## config.mk

```make
export PLATFORM = sky130hd
export DESIGN_NAME = seq_mult_16
export DESIGN_NICKNAME = d
export VERILOG_FILES = /design/src/rtl/mult_pkg.sv /design/src/rtl/full_adder_16.sv /design/src/rtl/seq_mult_16.sv
export SDC_FILE = /design/constraint.sdc
export NUM_CORES = 1
export LEC_CHECK = 0
export ABC_AREA = 1
export CAP_MARGIN = 10
export CORE_MARGIN = 2
export CORE_UTILIZATION = 47
export DETAILED_ROUTE_END_ITERATION = 10
export HOLD_SLACK_MARGIN = 0.08
export PLACE_DENSITY = 0.83
export SLEW_MARGIN = 10
export SYNTH_ARGS = -nofsm -noshare
export SYNTH_HDL_FRONTEND = slang
export SYNTH_SLANG_ARGS = --single-unit
```

## constraint.sdc

```tcl
create_clock -name clk -period 7.47 [get_ports clk]
set_clock_uncertainty 0.15 [all_clocks]
set_input_delay 0.747 -clock clk [delete_from_list [all_inputs] [get_ports clk]]
set_output_delay 0.747 -clock clk [all_outputs]
set_load 0.05 [all_outputs]
```

## src/rtl/mult_pkg.sv

```systemverilog
// Shared constants and state encoding for the sequential shift-and-add multiplier.
package mult_pkg;

   localparam int MULT_WIDTH = 16;
   localparam int MULT_CNT_W = 5;

   typedef enum logic [1:0] {
      IDLE = 2'd0,
      RUN  = 2'd1,
      DONE = 2'd2
   } mult_state_t;

endpackage : mult_pkg

```

## src/rtl/full_adder_16.sv

```systemverilog
// 16-bit ripple-carry adder: one full-adder cell per bit, carry rippling LSB to MSB.
module full_adder_16 (
   input  logic [15:0] inp1,
   input  logic [15:0] inp2,
   input  logic        cin,
   output logic [15:0] sum,
   output logic        cout
);

   logic carry;

   always_comb begin
      sum   = '0;
      carry = cin;
      for (int i = 0; i < 16; i++) begin
         sum[i] = inp1[i] ^ inp2[i] ^ carry;
         carry  = (inp1[i] & inp2[i]) | (carry & (inp1[i] ^ inp2[i]));
      end
      cout = carry;
   end

endmodule : full_adder_16

```

## src/rtl/seq_mult_16.sv

```systemverilog
// Unsigned 16x16->32 shift-and-add multiplier, one multiplier bit per clock,
// built around the shared 16-bit ripple adder.
module seq_mult_16
   import mult_pkg::*;
#(
   parameter int WIDTH = MULT_WIDTH,
   parameter int CNT_W = MULT_CNT_W
) (
   input  logic               clk,
   input  logic               rst_n,
   input  logic               start,
   input  logic [WIDTH-1:0]   inp1,
   input  logic [WIDTH-1:0]   inp2,
   output logic               ready,
   output logic               busy,
   output logic               done,
   output logic [2*WIDTH-1:0] product
);

   mult_state_t          state_q, state_d;
   logic [CNT_W-1:0]     count_q, count_d;
   logic [WIDTH-1:0]     mcand_q, mcand_d;
   logic [WIDTH-1:0]     acc_hi_q, acc_hi_d;
   logic [WIDTH-1:0]     acc_lo_q, acc_lo_d;
   logic [2*WIDTH-1:0]   product_q, product_d;

   logic [WIDTH-1:0]     add_b;
   logic [WIDTH-1:0]     add_sum;
   logic                 add_cout;

   // Partial product is added only when the current multiplier LSB is set.
   assign add_b = acc_lo_q[0] ? mcand_q : '0;

   full_adder_16 u_adder (
      .inp1 (acc_hi_q),
      .inp2 (add_b),
      .cin  (1'b0),
      .sum  (add_sum),
      .cout (add_cout)
   );

   always_comb begin
      state_d   = state_q;
      count_d   = count_q;
      mcand_d   = mcand_q;
      acc_hi_d  = acc_hi_q;
      acc_lo_d  = acc_lo_q;
      product_d = product_q;
      ready     = 1'b0;
      busy      = 1'b0;
      done      = 1'b0;

      unique case (state_q)
         IDLE, DONE: begin
            ready = 1'b1;
            done  = (state_q == DONE);
            if (state_q == DONE) begin
               state_d = IDLE;
            end
            if (start) begin
               mcand_d  = inp1;
               acc_lo_d = inp2;
               acc_hi_d = '0;
               count_d  = '0;
               state_d  = RUN;
            end
         end
         RUN: begin
            busy = 1'b1;
            // 33-bit right shift of {cout, sum, acc_lo}; the carry lands in bit 31.
            acc_hi_d = {add_cout, add_sum[WIDTH-1:1]};
            acc_lo_d = {add_sum[0], acc_lo_q[WIDTH-1:1]};
            count_d  = count_q + CNT_W'(1);
            if (count_q == CNT_W'(WIDTH - 1)) begin
               state_d   = DONE;
               product_d = {acc_hi_d, acc_lo_d};
            end
         end
         default: begin
            state_d = IDLE;
         end
      endcase
   end

   always_ff @(posedge clk or negedge rst_n) begin
      if (!rst_n) begin
         state_q   <= IDLE;
         count_q   <= '0;
         mcand_q   <= '0;
         acc_hi_q  <= '0;
         acc_lo_q  <= '0;
         product_q <= '0;
      end else begin
         state_q   <= state_d;
         count_q   <= count_d;
         mcand_q   <= mcand_d;
         acc_hi_q  <= acc_hi_d;
         acc_lo_q  <= acc_lo_d;
         product_q <= product_d;
      end
   end

   assign product = product_q;

endmodule : seq_mult_16

```

==> results_tabular.tex <==
\begin{tabular}{lr}
\hline
Metric & Value \\
\hline
\multicolumn{2}{l}{\textbf{STA}} \\
\quad Number of slew-limit violations in the final report & 0 \\
\quad Summed negative setup slack over all endpoints & 0 ps \\
\quad Post-route minimum period & about 7200 ps \\
\quad Highest attainable clock frequency & 139 MHz \\
\quad Final hold slack & approximately 330 ps \\
\quad Post-route fraction of the period consumed by the critical path & between 90\% and 100\% \\
\quad Transition time of the tightest slew-check pin & 1060 ps \\
\quad Unrepaired setup endpoints after global routing & false \\
\quad Final hold violation count & 0 \\
\quad Final-report setup violation count & 0 \\
\quad Max-Slew Margin vs Limit & 29.2\% \\
\multicolumn{2}{l}{\textbf{Clock network}} \\
\quad Clock Root Buffer & clkbuf\_8 \\
\quad Clock input transition at the sequential cells of the worst setup and hold paths & 80 ps \\
\quad Buffer levels on the longest clock path & 2 \\
\quad Hold-fix buffer count after cts & 0 \\
\quad Post-CTS setup repair buffer count & 0 \\
\quad Latest clock arrival within the worst-skew pair & $\sim$350 ps \\
\quad Post-CTS sizing & 0 \\
\quad H-tree Lvls & 3 \\
\quad Cts bufs inserted & 9 \\
\quad TritonCTS clock tree & built \\
\quad Clock sink count & between 80 and 90 \\
\multicolumn{2}{l}{\textbf{Synth}} \\
\quad Proportion of synthesized chip area in sequential cells & a little under three fifths \\
\quad Flops \& latches, synth & 87 \\
\quad Portion of synthesized cell area occupied by the leading cell type & around 56\% \\
\quad Net count after synthesis & $\sim$480 \\
\quad Mean cell area of the mapped netlist & a little over 9 sq um \\
\quad Summed instance area of the synthesized netlist & roughly 4000 sq um \\
\quad Post-synthesis cell type with the largest combined area & dfrtp\_1 \\
\quad Synthesis warning total & 0 \\
\quad Post-synth cell types & 22 \\
\quad Post-Syn Instances & around 430 \\
\quad Top cells by area, synth & dfrtp\_1 (56\%), nand2\_1 (21\%), fa\_1 (7.7\%) \\
\multicolumn{2}{l}{\textbf{Die}} \\
\quad Die boundary width & 95.0 microns \\
\quad Starting density of the core & 47.8\% \\
\quad Die boundary height & 95.0 microns \\
\quad Row count & 33 \\
\quad \# IOs & 70 \\
\quad Core ar. & around 8000 sq um \\
\quad Die Footprint & approximately 9000 sq um \\
\multicolumn{2}{l}{\textbf{Placement}} \\
\quad Routability-driven placement congestion ratio & about 0.8 \\
\quad Port Buffers & 69 \\
\quad HPWL reported at the end of detailed placement & $\sim$5.3 mm \\
\multicolumn{2}{l}{\textbf{Pwr}} \\
\quad Switching Share & approximately 45\% \\
\quad Pwr dens & roughly 500 nW/um\^{}2 \\
\quad Worst vdd ir & $\sim$300 uV \\
\quad Psw & about 1.1 mW \\
\quad Power share of the combinational group & about half \\
\quad Internal power & between 1 and 1.5 mW \\
\quad Leakage Power & $\sim$2.4 nW \\
\quad Share of power burned in the clock network & 13.7\% \\
\quad Part of the power in registers & a little over a third \\
\multicolumn{2}{l}{\textbf{Global routing}} \\
\quad Busiest layer in global routing & met2 \\
\quad Largest net degree at the start of global routing & 88 \\
\quad Tot GR Track Use & between 10\% and 20\% \\
\quad Total congestion overflow & 0 \\
\quad Global-route wire length before repair & between 10 and 15 mm \\
\quad Initial antenna violation count & 0 \\
\quad GRT met1 Usage & between 20\% and 30\% \\
\quad Vias in the first global route & a little under 3,000 \\
\quad Met3 layer usage reported by global route & between 3 and 4\% \\
\quad GR Layer Usage met2 & 30.9\% \\
\multicolumn{2}{l}{\textbf{Setup path}} \\
\quad CP Capture Type & register \\
\quad Launch point of the critical path & acc\_lo\_q[0] \\
\quad Series of cell instances along the critical path & buf\_4 > nand2\_1 > fa\_1 > fa\_1 > fa\_1 > fa\_1 > fa\_1 > fa\_1 > fa\_1 > fa\_1 > fa\_1 > fa\_1 > fa\_1 > fa\_1 > fa\_1 > fa\_1 > fa\_1 > o22ai\_1 \\
\quad Master of the slowest instance on the critical path & fa\_1 \\
\quad Worst endpoint data arrival time & between 7000 and 8000 ps \\
\quad Most prevalent standard cell on the critical path & fa\_1 \\
\quad Setup CP Type & reg -> reg \\
\quad Worst setup SP type & register \\
\quad CP Max Fanout & 16 \\
\quad Delay contributed by the slowest stage of the critical path & around 540 ps \\
\quad Launch instance of the worst register-to-register path & acc\_lo\_q[0] \\
\quad Worst EP required & roughly 7500 ps \\
\multicolumn{2}{l}{\textbf{Routing}} \\
\quad Total via count in the routed design & approximately 2,900 \\
\quad Total wire length after detailed routing & a little under 8 mm \\
\quad Number of optimization iterations in the first detailed-route pass & 5 \\
\quad Initial DRC Count & between 150 and 200 \\
\quad Number of remaining DRC errors & 0 \\
\quad Number of antenna-violating nets in the routed design & 0 \\
\quad Average detailed-routed wire length per instance & 12.8 microns \\
\quad Vias per Instance & just under 5 \\
\multicolumn{2}{l}{\textbf{Layout}} \\
\quad Leading cell type in the layout, fill and taps excluded & nand2\_1 \\
\quad Antenna cell count & 0 \\
\quad Most frequent cells in the layout & nand2\_1 (217), dfrtp\_1 (87), clkdlybuf4s50\_1 (68), inv\_1 (38), o22ai\_1 (17) \\
\quad Number of nets in the layout & between 500 and 600 \\
\quad Layout cells sized above 1 & between 6 and 7\% \\
\quad Syn-to-layout area delta & 23.9\% \\
\multicolumn{2}{l}{\textbf{Status}} \\
\quad Outcome & finished clean \\
\multicolumn{2}{l}{\textbf{Job}} \\
\quad Number of max-capacitance violations reported & 0 \\
\multicolumn{2}{l}{\textbf{Worst hold path}} \\
\quad Hold Startpoint & product[14] \\
\quad Min-Delay Path Class & reg -> reg \\
\hline
\end{tabular}
[kinds of logic after synthesis]
| logic type | after synthesis | synth area share (%) |
|---|---|---|
| buffers and inverters | 58 | 6.69 |
| AND/OR/NAND/NOR | 231 | 23.2 |
| flip-flops | 87 | 56.0 |
| adder cells (fa/ha/maj) | 18 | 8.68 |
| AO/OA/AOI/OAI | 35 | 5.44 |
[final cells by class]
cell class | instances | area [sq um]
Clock buffer | 11 | 151
Clock inverter | 4 | 45.0
Fill cell | 693 | 3310
Inverter | 41 | 156
Multi-Input combinational cell | 284 | 1460
Sequential cell | 87 | 2180
Tap cell | 105 | 131
Timing Repair Buffer | 71 | 703
[cells in the mapped netlist (all sizes together)]
| cell | number |
|---|---|
| a21oi | 1 |
| nand3 | 3 |
| buf | 13 |
| o21ai | 17 |
| inv | 41 |
| nand4 | 1 |
| nor2 | 5 |
| o22ai | 17 |
| clkbuf | 4 |
| or2 | 1 |
| ha | 3 |
| dfrtp | 87 |
| fa | 15 |
| nand2 | 221 |
[power by group through the flow]
stage / combinational, mW / sequential [mW] / clock [mW]
2_1_floorplan: 0.583 / 1.12 / 0
3_3_place_gp: 1.19 / 0.838 / 0
3_5_place_dp: 1.23 / 0.845 / 0
4_1_cts: 1.23 / 0.839 / 0.329
5_1_grt: 1.35 / 0.864 / 0.354
6_report: 1.22 / 0.838 / 0.326
[through the flow]
step	area, sq um	total power [mW]	std cells	worst slack [ps]	utilization [%]
6_report	4820	2.39	603	297	59.3
5_1_grt	4820	2.57	603	108	59.3
4_1_cts	4820	2.40	603	315	59.3
3_5_place_dp	4620	2.08	588	328	56.8
3_3_place_gp	4620	2.03	588	527	56.8
2_1_floorplan	3890	1.70	429	340	-
[critical path: cells and delay by family (launching register included)]
family	cells	cell delay, ps
AO/OA/AOI/OAI	1	100
adder cells (fa/ha/maj)	15	6150
buffers and inverters	1	210
flip-flops	1	350
AND/OR/NAND/NOR	1	110
[final timing paths]
kind	end	slack, ps	cells after the start
worst max-delay path	acc_hi_q[14]	300	18
worst min-delay path	product[14]	330	2
worst max register to register	acc_hi_q[14]	300	18
worst min register to register	product[14]	330	2
max in group asynchronous	acc_lo_q[4]	6060	1
min in group asynchronous	product[23]	430	1
[per-layer routing]
metal  up-vias  share of wire, %
li1       1429                 -
met4         0               1.9
met1      1386                47
met2        67                47
met3        14               4.6
met5         -                 0
[flip-flops by register name (all words and copies together) (netlist names)]
| name | flops |
|---|---|
| acc_hi_q | 16 |
| acc_lo_q | 16 |
| count_q | 5 |
| mcand_q | 16 |
| product | 32 |
| state_q | 2 |
Power figures use the tool's default switching activity.
